`src/rtl/pipe_ctrl_pkg.sv`:
```
// Shared types and sizes for the pipeline control sequencer.
//   ctrl_t      : per-stage control bundle carried through ID/EX, EX/MEM, MEM/WB
//   CTRL_BUBBLE : all-zero bundle (NOP, valid=0)
//   seq_state_t : HALT sequencing states
package pipe_ctrl_pkg;

    localparam int unsigned ALUOP_W    = 2;
    localparam int unsigned REG_ADDR_W = 5;
    localparam int unsigned DRAIN_LEN  = 3;
    localparam int unsigned CNT_W      = (DRAIN_LEN > 1) ? $clog2(DRAIN_LEN) : 1;

    typedef struct packed {
        logic                  alusrc;
        logic                  memtoreg;
        logic                  regwrite;
        logic                  memread;
        logic                  memwrite;
        logic                  branch;
        logic [ALUOP_W-1:0]    aluop;
        logic [REG_ADDR_W-1:0] rd;
        logic                  valid;
    } ctrl_t;

    localparam ctrl_t CTRL_BUBBLE = '0;

    typedef enum logic [1:0] {
        RUN    = 2'd0,
        DRAIN  = 2'd1,
        HALTED = 2'd2
    } seq_state_t;

endpackage

```
`src/rtl/pipe_ctrl_sequencer_if.sv`:
```
// Decoder-to-sequencer control bundle plus the pipeline enables and per-stage controls.
//   master : decoder/pipeline side (drives id_* and ex_branch_taken)
//   slave  : pipe_ctrl_sequencer
interface pipe_ctrl_sequencer_if;
    import pipe_ctrl_pkg::*;

    logic                  id_alusrc;
    logic                  id_memtoreg;
    logic                  id_regwrite;
    logic                  id_memread;
    logic                  id_memwrite;
    logic                  id_branch;
    logic [ALUOP_W-1:0]    id_aluop;
    logic                  id_halt;
    logic [REG_ADDR_W-1:0] id_rs1;
    logic [REG_ADDR_W-1:0] id_rs2;
    logic [REG_ADDR_W-1:0] id_rd;
    logic                  ex_branch_taken;

    logic                  pc_write;
    logic                  if_id_write;
    logic                  if_id_flush;
    logic                  ex_alusrc;
    logic                  ex_memread;
    logic                  ex_memwrite;
    logic                  ex_memtoreg;
    logic                  ex_regwrite;
    logic                  ex_branch;
    logic [ALUOP_W-1:0]    ex_aluop;
    logic [REG_ADDR_W-1:0] ex_rd;
    logic                  mem_memread;
    logic                  mem_memwrite;
    logic                  mem_memtoreg;
    logic                  mem_regwrite;
    logic [REG_ADDR_W-1:0] mem_rd;
    logic                  wb_memtoreg;
    logic                  wb_regwrite;
    logic [REG_ADDR_W-1:0] wb_rd;
    logic                  halt_reg;

    modport master (
        output id_alusrc, id_memtoreg, id_regwrite, id_memread, id_memwrite, id_branch,
               id_aluop, id_halt, id_rs1, id_rs2, id_rd, ex_branch_taken,
        input  pc_write, if_id_write, if_id_flush,
               ex_alusrc, ex_memread, ex_memwrite, ex_memtoreg, ex_regwrite, ex_branch,
               ex_aluop, ex_rd, mem_memread, mem_memwrite, mem_memtoreg, mem_regwrite,
               mem_rd, wb_memtoreg, wb_regwrite, wb_rd, halt_reg
    );

    modport slave (
        input  id_alusrc, id_memtoreg, id_regwrite, id_memread, id_memwrite, id_branch,
               id_aluop, id_halt, id_rs1, id_rs2, id_rd, ex_branch_taken,
        output pc_write, if_id_write, if_id_flush,
               ex_alusrc, ex_memread, ex_memwrite, ex_memtoreg, ex_regwrite, ex_branch,
               ex_aluop, ex_rd, mem_memread, mem_memwrite, mem_memtoreg, mem_regwrite,
               mem_rd, wb_memtoreg, wb_regwrite, wb_rd, halt_reg
    );

endinterface

```
`src/rtl/pipe_ctrl_stage.sv`:
```
// One pipeline control register.
//   clk, reset (sync, active-low), en (load d), bubble (load CTRL_BUBBLE, wins over en), d, q
module pipe_ctrl_stage
    import pipe_ctrl_pkg::*;
(
    input  logic  clk,
    input  logic  reset,
    input  logic  en,
    input  logic  bubble,
    input  ctrl_t d,
    output ctrl_t q
);

    always_ff @(posedge clk) begin
        if (!reset) begin
            q <= CTRL_BUBBLE;
        end else if (bubble) begin
            q <= CTRL_BUBBLE;
        end else if (en) begin
            q <= d;
        end
    end

endmodule

```
`src/rtl/pipe_ctrl_sequencer.sv`:
```
// Carries ID control through ID/EX, EX/MEM, MEM/WB; load-use stall, branch flush, HALT drain.
//   clk, reset (sync, active-low)
//   bus (slave): decoder bundle + ex_branch_taken in; pc_write/if_id_write/if_id_flush
//                (combinational), stage controls and sticky halt_reg (registered) out
module pipe_ctrl_sequencer
    import pipe_ctrl_pkg::*;
(
    input  logic                 clk,
    input  logic                 reset,
    pipe_ctrl_sequencer_if.slave bus
);

    ctrl_t            id_ctrl;
    ctrl_t            ex_q;
    ctrl_t            mem_q;
    ctrl_t            wb_q;
    seq_state_t       state_q;
    seq_state_t       state_d;
    logic [CNT_W-1:0] cnt_q;
    logic [CNT_W-1:0] cnt_d;
    logic             halt_q;
    logic             halt_d;
    logic             load_use;
    logic             idex_bubble;
    logic             pc_write;
    logic             if_id_write;
    logic             if_id_flush;
    logic             unused_wb;

    assign id_ctrl = '{
        alusrc:   bus.id_alusrc,
        memtoreg: bus.id_memtoreg,
        regwrite: bus.id_regwrite,
        memread:  bus.id_memread,
        memwrite: bus.id_memwrite,
        branch:   bus.id_branch,
        aluop:    bus.id_aluop,
        rd:       bus.id_rd,
        valid:    1'b1
    };

    // Both sources are compared even when the instruction does not read rs2.
    assign load_use = ex_q.memread && (ex_q.rd != '0) &&
                      ((ex_q.rd == bus.id_rs1) || (ex_q.rd == bus.id_rs2));

    pipe_ctrl_stage u_id_ex (
        .clk(clk), .reset(reset), .en(1'b1), .bubble(idex_bubble), .d(id_ctrl), .q(ex_q)
    );
    pipe_ctrl_stage u_ex_mem (
        .clk(clk), .reset(reset), .en(1'b1), .bubble(1'b0), .d(ex_q), .q(mem_q)
    );
    pipe_ctrl_stage u_mem_wb (
        .clk(clk), .reset(reset), .en(1'b1), .bubble(1'b0), .d(mem_q), .q(wb_q)
    );

    // Sequencer state register.
    always_ff @(posedge clk) begin
        if (!reset) begin
            state_q <= RUN;
            cnt_q   <= '0;
            halt_q  <= 1'b0;
        end else begin
            state_q <= state_d;
            cnt_q   <= cnt_d;
            halt_q  <= halt_d;
        end
    end

    // Next state and pipeline enables; flush beats stall beats accept.
    always_comb begin
        state_d     = state_q;
        cnt_d       = cnt_q;
        halt_d      = halt_q;
        pc_write    = 1'b1;
        if_id_write = 1'b1;
        if_id_flush = 1'b0;
        idex_bubble = 1'b0;
        case (state_q)
            RUN: begin
                if (bus.ex_branch_taken) begin
                    if_id_flush = 1'b1;
                    idex_bubble = 1'b1;
                end else if (load_use) begin
                    pc_write    = 1'b0;
                    if_id_write = 1'b0;
                    idex_bubble = 1'b1;
                end else if (bus.id_halt) begin
                    // HALT itself never enters EX; older instructions keep draining.
                    pc_write    = 1'b0;
                    if_id_write = 1'b0;
                    idex_bubble = 1'b1;
                    state_d     = DRAIN;
                    cnt_d       = CNT_W'(DRAIN_LEN - 1);
                end
            end
            DRAIN: begin
                pc_write    = 1'b0;
                if_id_write = 1'b0;
                idex_bubble = 1'b1;
                if (cnt_q == '0) begin
                    state_d = HALTED;
                    halt_d  = 1'b1;
                end else begin
                    cnt_d = cnt_q - CNT_W'(1);
                end
            end
            HALTED: begin
                pc_write    = 1'b0;
                if_id_write = 1'b0;
                idex_bubble = 1'b1;
            end
            default: begin
                state_d = RUN;
            end
        endcase
    end

    assign bus.pc_write     = pc_write;
    assign bus.if_id_write  = if_id_write;
    assign bus.if_id_flush  = if_id_flush;
    assign bus.ex_alusrc    = ex_q.alusrc;
    assign bus.ex_memread   = ex_q.memread;
    assign bus.ex_memwrite  = ex_q.memwrite;
    assign bus.ex_memtoreg  = ex_q.memtoreg;
    assign bus.ex_regwrite  = ex_q.regwrite;
    assign bus.ex_branch    = ex_q.branch;
    assign bus.ex_aluop     = ex_q.aluop;
    assign bus.ex_rd        = ex_q.rd;
    assign bus.mem_memread  = mem_q.memread;
    assign bus.mem_memwrite = mem_q.memwrite;
    assign bus.mem_memtoreg = mem_q.memtoreg;
    assign bus.mem_regwrite = mem_q.regwrite;
    assign bus.mem_rd       = mem_q.rd;
    assign bus.wb_memtoreg  = wb_q.memtoreg;
    assign bus.wb_regwrite  = wb_q.regwrite;
    assign bus.wb_rd        = wb_q.rd;
    assign bus.halt_reg     = halt_q;

    // WB-stage fields that nothing downstream consumes.
    assign unused_wb = ^{wb_q.alusrc, wb_q.memread, wb_q.memwrite, wb_q.branch,
                         wb_q.aluop, wb_q.valid};

endmodule

```
`src/flat_wrapper.sv`:
```
// flat-port wrapper written by rule: the top's interface ports become plain ports
module pipe_ctrl_sequencer_flat import pipe_ctrl_pkg::*;
  (clk, reset, bus_id_alusrc, bus_id_memtoreg, bus_id_regwrite, bus_id_memread, bus_id_memwrite, bus_id_branch, bus_id_aluop, bus_id_halt, bus_id_rs1, bus_id_rs2, bus_id_rd, bus_ex_branch_taken, bus_pc_write, bus_if_id_write, bus_if_id_flush, bus_ex_alusrc, bus_ex_memread, bus_ex_memwrite, bus_ex_memtoreg, bus_ex_regwrite, bus_ex_branch, bus_ex_aluop, bus_ex_rd, bus_mem_memread, bus_mem_memwrite, bus_mem_memtoreg, bus_mem_regwrite, bus_mem_rd, bus_wb_memtoreg, bus_wb_regwrite, bus_wb_rd, bus_halt_reg);
  pipe_ctrl_sequencer_if bus_i ();
  input  logic clk;
  input  logic reset;
  input wire logic [$bits(bus_i.id_alusrc)-1:0] bus_id_alusrc;
  input wire logic [$bits(bus_i.id_memtoreg)-1:0] bus_id_memtoreg;
  input wire logic [$bits(bus_i.id_regwrite)-1:0] bus_id_regwrite;
  input wire logic [$bits(bus_i.id_memread)-1:0] bus_id_memread;
  input wire logic [$bits(bus_i.id_memwrite)-1:0] bus_id_memwrite;
  input wire logic [$bits(bus_i.id_branch)-1:0] bus_id_branch;
  input wire logic [$bits(bus_i.id_aluop)-1:0] bus_id_aluop;
  input wire logic [$bits(bus_i.id_halt)-1:0] bus_id_halt;
  input wire logic [$bits(bus_i.id_rs1)-1:0] bus_id_rs1;
  input wire logic [$bits(bus_i.id_rs2)-1:0] bus_id_rs2;
  input wire logic [$bits(bus_i.id_rd)-1:0] bus_id_rd;
  input wire logic [$bits(bus_i.ex_branch_taken)-1:0] bus_ex_branch_taken;
  output wire logic [$bits(bus_i.pc_write)-1:0] bus_pc_write;
  output wire logic [$bits(bus_i.if_id_write)-1:0] bus_if_id_write;
  output wire logic [$bits(bus_i.if_id_flush)-1:0] bus_if_id_flush;
  output wire logic [$bits(bus_i.ex_alusrc)-1:0] bus_ex_alusrc;
  output wire logic [$bits(bus_i.ex_memread)-1:0] bus_ex_memread;
  output wire logic [$bits(bus_i.ex_memwrite)-1:0] bus_ex_memwrite;
  output wire logic [$bits(bus_i.ex_memtoreg)-1:0] bus_ex_memtoreg;
  output wire logic [$bits(bus_i.ex_regwrite)-1:0] bus_ex_regwrite;
  output wire logic [$bits(bus_i.ex_branch)-1:0] bus_ex_branch;
  output wire logic [$bits(bus_i.ex_aluop)-1:0] bus_ex_aluop;
  output wire logic [$bits(bus_i.ex_rd)-1:0] bus_ex_rd;
  output wire logic [$bits(bus_i.mem_memread)-1:0] bus_mem_memread;
  output wire logic [$bits(bus_i.mem_memwrite)-1:0] bus_mem_memwrite;
  output wire logic [$bits(bus_i.mem_memtoreg)-1:0] bus_mem_memtoreg;
  output wire logic [$bits(bus_i.mem_regwrite)-1:0] bus_mem_regwrite;
  output wire logic [$bits(bus_i.mem_rd)-1:0] bus_mem_rd;
  output wire logic [$bits(bus_i.wb_memtoreg)-1:0] bus_wb_memtoreg;
  output wire logic [$bits(bus_i.wb_regwrite)-1:0] bus_wb_regwrite;
  output wire logic [$bits(bus_i.wb_rd)-1:0] bus_wb_rd;
  output wire logic [$bits(bus_i.halt_reg)-1:0] bus_halt_reg;
  assign bus_i.id_alusrc = bus_id_alusrc;
  assign bus_i.id_memtoreg = bus_id_memtoreg;
  assign bus_i.id_regwrite = bus_id_regwrite;
  assign bus_i.id_memread = bus_id_memread;
  assign bus_i.id_memwrite = bus_id_memwrite;
  assign bus_i.id_branch = bus_id_branch;
  assign bus_i.id_aluop = bus_id_aluop;
  assign bus_i.id_halt = bus_id_halt;
  assign bus_i.id_rs1 = bus_id_rs1;
  assign bus_i.id_rs2 = bus_id_rs2;
  assign bus_i.id_rd = bus_id_rd;
  assign bus_i.ex_branch_taken = bus_ex_branch_taken;
  assign bus_pc_write = bus_i.pc_write;
  assign bus_if_id_write = bus_i.if_id_write;
  assign bus_if_id_flush = bus_i.if_id_flush;
  assign bus_ex_alusrc = bus_i.ex_alusrc;
  assign bus_ex_memread = bus_i.ex_memread;
  assign bus_ex_memwrite = bus_i.ex_memwrite;
  assign bus_ex_memtoreg = bus_i.ex_memtoreg;
  assign bus_ex_regwrite = bus_i.ex_regwrite;
  assign bus_ex_branch = bus_i.ex_branch;
  assign bus_ex_aluop = bus_i.ex_aluop;
  assign bus_ex_rd = bus_i.ex_rd;
  assign bus_mem_memread = bus_i.mem_memread;
  assign bus_mem_memwrite = bus_i.mem_memwrite;
  assign bus_mem_memtoreg = bus_i.mem_memtoreg;
  assign bus_mem_regwrite = bus_i.mem_regwrite;
  assign bus_mem_rd = bus_i.mem_rd;
  assign bus_wb_memtoreg = bus_i.wb_memtoreg;
  assign bus_wb_regwrite = bus_i.wb_regwrite;
  assign bus_wb_rd = bus_i.wb_rd;
  assign bus_halt_reg = bus_i.halt_reg;
  pipe_ctrl_sequencer u_core (.clk(clk), .reset(reset), .bus(bus_i));
endmodule
```
`config.mk`:
```
export PLATFORM = sky130hd
export DESIGN_NAME = pipe_ctrl_sequencer_flat
export DESIGN_NICKNAME = d
export VERILOG_FILES = /design/src/rtl/pipe_ctrl_pkg.sv /design/src/rtl/pipe_ctrl_sequencer_if.sv /design/src/rtl/pipe_ctrl_stage.sv /design/src/rtl/pipe_ctrl_sequencer.sv /design/src/flat_wrapper.sv
export SDC_FILE = /design/constraint.sdc
export NUM_CORES = 1
export LEC_CHECK = 0
export CAP_MARGIN = 25
export CORE_UTILIZATION = 45
export CTS_CLUSTER_DIAMETER = 100
export DETAILED_ROUTE_END_ITERATION = 10
export GPL_TIMING_DRIVEN = 0
export PLACE_DENSITY = 0.82
export SYNTH_ARGS = -nofsm -noshare
export SYNTH_HDL_FRONTEND = slang
export SYNTH_HIERARCHICAL = 1
export SYNTH_SLANG_ARGS = --single-unit
```
`constraint.sdc`:
```
create_clock -name clk -period 2.2 [get_ports clk]
set_input_delay 0.44 -clock clk [delete_from_list [all_inputs] [get_ports clk]]
set_output_delay 0.44 -clock clk [all_outputs]
set_load 0.02 [all_outputs]
```
Yosys cells after proc, flatten, opt, wreduce, memory -nomap -nowiden. Index checks and enable logic that the tools add are counted. Widths: inputs -> output; s select.

Bitwise logic cells: 2. Add/subtract/negate cells: 1. Eq/ne operators: 9. Multiplexer cells: 20. Reductions and logical operators: 12.

Operator list (count): $mux 2 (8); $eq 5x5->1 (2); $reduce_and 5->1 (2); $mux 1 (8); $ne 2x2->1 const B (4); $pmux 2 s3 (1); $reduce_bool 5->1 (1); $logic_not 2->1 (2); $pmux 1 s2 (2); $pmux 2 s2 (1); $reduce_or 2->1 (2); $eq 2x1->1 const B (1); $eq 2x2->1 const B (1); $logic_and 1x1->1 (2); $ne 2x1->1 const B (1); $not 1->1 (2); $reduce_and 2->1 (1); $reduce_bool 2->1 (1); $sub 2x1->2 const B (1); $logic_or 1x1->1 (1).

Input port bits: 27. Output and inout bits: 33. Flip-flop bits (word level): 34. Logic and storage cells: 63.

Depth between registers and ports, before layout.
Word-level depth: 7. Depth in mapped cells: 8. Depth with buffers taken out: 7.

Cells and area by module. The synthesis kept the hierarchy.

Modules (own cells, without submodules): pipe_ctrl_stage (cells each 46, sequential area each 280.3 um^2, area each 515.5 um^2, instances 3); pipe_ctrl_sequencer (cells each 64, sequential area each 100.1 um^2, area each 520.5 um^2, instances 1).

Worst setup path before layout. No wires, ideal clock.

Path kind: register to output. From: register u_core/u_id_ex/q[2] in the netlist's numbering. To: output bus_pc_write. Path buffers: 1. Stages on the path, launching flop included: 7. Arrival: 1983 ps. Path slack: -223 ps. Data required time: 1760 ps. Cell sequence: dfxtp_1 > or4_1 > o21a_1 > a21oi_1 > nor2_1 > mux2i_1 > buf_4.

Longest elaborated chain between the ends: 6. Elaborated cells between the ends (all ways): 9. Classes of those cells: eq/ne (2); mux (3); reduce/logical (4).

Ends and longest elaborated chain: start: declaration (line pipe_ctrl_stage.sv:11) `output ctrl_t q`; start signal: assignment (line pipe_ctrl_stage.sv:16) `q <= CTRL_BUBBLE;`; start signal: assignment (line pipe_ctrl_stage.sv:18) `q <= CTRL_BUBBLE;`; start signal: assignment (line pipe_ctrl_stage.sv:20) `q <= d;`; $eq 5x5->1 or $reduce_bool 5->1 (tied branches) (line pipe_ctrl_sequencer.sv:44, pipe_ctrl_sequencer.sv:43); $logic_or 1x1->1 or $logic_and 1x1->1 (tied branches) (line pipe_ctrl_sequencer.sv:44, pipe_ctrl_sequencer.sv:43); $logic_and 1x1->1 * (line pipe_ctrl_sequencer.sv:43) `assign load_use = ex_q.memread && (ex_q.rd != '0) &&`; $mux 1 * (2 in series); $pmux 1 s2 *; end: declaration (line flat_wrapper.sv:19) `output wire logic [$bits(bus_i.pc_write)-1:0] bus_pc_write;`.

Mark *: on every way between the ends. The rest lies on a longest branch, timed or not.

Worst setup path after layout.
From: register u_core/u_id_ex/q[2] in the netlist's numbering. To: output bus_pc_write.

Longest elaborated chain between the ends: 6. Elaborated cells between the ends (all ways): 9. Classes of those cells: eq/ne (2); mux (3); reduce/logical (4).

Ends and longest elaborated chain: $eq 5x5->1 or $reduce_bool 5->1 (tied branches) (line pipe_ctrl_sequencer.sv:44, pipe_ctrl_sequencer.sv:43); $logic_or 1x1->1 or $logic_and 1x1->1 (tied branches) (line pipe_ctrl_sequencer.sv:44, pipe_ctrl_sequencer.sv:43); $logic_and 1x1->1 * (line pipe_ctrl_sequencer.sv:43); $mux 1 * (line pipe_ctrl_sequencer.sv:83) `end else if (load_use) begin`; $mux 1 * (line pipe_ctrl_sequencer.sv:80) `if (bus.ex_branch_taken) begin`; $pmux 1 s2 * (line pipe_ctrl_sequencer.sv:78) `case (state_q)`.

Marked as above.

==> results by stage <==
Die:
- The die covers 0.00386 mm^2.
- The die is 62.1 um tall.
- The starting utilization of the core area is between 40% and 50%.
- The horizontal die dimension is between 60 and 70 um.
- In this run the count of I/O pins placed on the die edge is 60.
- The number of core rows is 21.
- The floorplan step defined a core boundary enclosing 0.00339 mm^2.

Cells and area:
- From synthesis to final layout, the design area changed by 47.8%.
- The flip-flop count of the largest register, all copies and words added is 13.
- The number of nets in the finished design is 269.
- 0 antenna diodes ended up in the layout.
- The fill cell instance count of the final layout is 268.
- For this run, the share of the core covered by cells in the final layout is 71.0%.
- The library cells used most frequently in the layout, excluding fill and tap cells, are 56 x clkdlybuf4s50_1, 31 x nor2_1, 31 x mux2i_1, 31 x dfxtp_1, 10 x xnor2_1.
- The most common cell after layout, fill and taps aside is clkdlybuf4s50_1.
- In the final layout, the registers with the most flip-flops are u_core/u_id_ex/q: 13 flops, u_core/u_ex_mem/q: 9 flops, u_core/u_mem_wb/q: 7 flops.
- The largest register by flop count is u_core/u_id_ex/q.
- Of the cells placed in the final design, the portion with a size suffix greater than 1 is 14.3%.

Flow run:
- The tool flagged a number of max-cap violations equal to 0.

Setup path:
- The endpoint identified for the worst register-to-register timing path is u_core/cnt_q[1].
- In this run the critical register-to-register path is launched from u_core/u_id_ex/q[2].
- The most critical setup path has its endpoint at bus_pc_write.
- The worst setup path is captured at an output port.
- The length in cells of the worst reg-to-reg path is 6.
- The worst setup path is launched from a flop.
- The startpoint of the worst setup timing path is u_core/u_id_ex/q[2].
- The worst-case register-to-register setup slack is 0.19 ns.
- In this run the worst path has a maximum fanout of 2.
- The signal arrival time at the worst endpoint is 2.04 ns.
- By startpoint and endpoint, the worst setup path is classified as flop to output port.
- The required time of the worst setup path is 1.76 ns.

Yosys:
- The count of yosys warnings during synthesis is 6.
- In this run the mean area of a mapped cell was 9.99 um^2.
- In the synthesized netlist, the number of instances is 163.
- The netlist area before placement is approximately 0.0016 mm^2.

Timing:
- The achievable frequency is 0.404 GHz.
- The number of max-slew violations in the final report was 0.
- Setup repair after global routing could not meet its margin everywhere.
- Once routing completed, OpenROAD measured the worst setup slack at -0.278 ns.
- The clock skew after layout is just under 0.01 ns.
- The setup violation total in the final timing report is 2.
- The final period demand of the worst path is 2.48 ns.
- Of the available clock period, the critical path in the final layout requires 113%.
- The final hold violation count is 0.

Pwr:
- The worst-case IR drop observed on VDD is 0.481 mV.
- The static leakage is 0.980 nW.
- Power spread over the standard cell area amounts to 761 mW/mm^2.
- Power comes to between 1.5 and 2 mW.

Clock network:
- The maximum count of clock buffers along a single path is 2.
- The later pin in the worst-skew pair is clocked with a latency of between 0.3 and 0.4 ns.
- The cell at the root of the clock tree is clkbuf_4.
- The TritonCTS clock tree is yes.
- The clock-pin slew of the registers on the worst-case setup and hold paths is 0.11 ns.
- After clock tree synthesis, the flow added hold-fix buffers numbering 0.
- The total number of clock tree sinks is 34.
- The total clock buffers created by CTS is 5.
- The H-tree was split into 2 levels.

Run status:
- The flow ran to the end, but the final reports show violations.
- The final reports fail on negative setup slack.

Detailed routing:
- After detailed routing, the average wire length per cell comes to 11.8 um.
- The remaining antenna violation count after routing is 0.
- The routed wire length is 3330 um.
- In the routed design, unresolved DRC markers number 0.
- The iteration-0 DRC count of the detailed router is 59.
- The pre-antenna-repair detailed-routing pass consisted of 4 iterations.
- Using the TritonRoute via totals, the vias-per-cell ratio works out to 4.67.
- The count of vias placed by the detailed router is between 1000 and 1500.

Placed design:
- OpenSTA, run right after detailed placement, puts the worst setup slack at -0.663 ns.
- The global placement routability congestion is 0.753.
- After legalization and detailed placement, the total HPWL measured 2500 um.
- During placement, the flow inserted port buffers numbering 59.

GRT:
- The via count of the first global-routing pass was 1201.
- The pin count of the biggest net entering global routing is 11.
- The total overflow reported by the global router is 0.
- The total global routing track utilization is between 10% and 20%.
- The initial antenna violation count was 0.
- The first global-routing pass estimated 5550 um of wire.

Min path:
- The kind of path behind the tightest hold check is flop to flop.
-- through the flow --
step | setup TNS (ns) | hold slack (ns) | std cells | instance area [um^2]
after floorplan | -0.0289 | 0.468 | 166 | 1650
after global placement | -2.63 | 0.477 | 271 | 2300
after detailed placement | -2.84 | 0.484 | 271 | 2300
after CTS | -0.526 | 0.513 | 282 | 2380
after global routing | -0.700 | 0.547 | 283 | 2410
final | -0.487 | 0.508 | 283 | 2410
-- power by group --
group,internal (mW),leakage (nW),switching [mW]
logic,0.376,0.667,0.361
registers,0.684,0.278,0.0541
clock network,0.155,0.0353,0.201
-- critical path: stages, from the launching register on --
cell and delay, ns:
dfxtp_4 0.36, or4_4 0.52, o21a_1 0.20, a21oi_2 0.16, nor2_2 0.05, mux2i_2 0.18, buf_4 0.14, buf_6 0.10
-- worst min-delay path by stage --
stage | cells after the start | from | slack [ns] | endpoint
6_report | 2 | u_core/bus.halt_reg | 0.51 | u_core/bus.halt_reg
3_3_place_gp | 2 | u_core/bus.halt_reg | 0.48 | u_core/bus.halt_reg
3_5_place_dp | 2 | u_core/bus.halt_reg | 0.48 | u_core/bus.halt_reg
2_1_floorplan | 2 | u_core/state_q[1] | 0.47 | u_core/state_q[1]
5_1_grt | 2 | u_core/cnt_q[0] | 0.55 | u_core/cnt_q[0]
4_1_cts | 2 | u_core/bus.halt_reg | 0.51 | u_core/bus.halt_reg
-- layout make-up --
class / instances / area (um^2) / share of cell area, %
buffer: 11 / 120 / 4.99
timing repair buffer: 63 / 618 / 25.7
clock inverter: 1 / 5.00 / 0.208
multi-input combinational: 116 / 842 / 35.0
tap: 46 / 57.6 / 2.39
clock buffer: 7 / 55.1 / 2.29
sequential: 34 / 689 / 28.7
inverter: 5 / 18.8 / 0.780
-- per-layer routing --
| metal | vias to the layer above | track usage, % | wire [um] |
|---|---|---|---|
| li1 | 681 | - | - |
| met1 | 591 | 24.7 | 1640 |
| met2 | 46 | 27.6 | 1450 |
| met3 | 5 | 5.51 | 181 |
| met4 | 0 | 7.85 | 52 |
| met5 | - | 0 | 0 |
-- timing repair --
action | CTS | global route
endpoints found under the setup margin | 3 | 4
buffers inserted | 3 | 1
resized for setup | 13 | 4
Power figures use the tool's default switching activity.
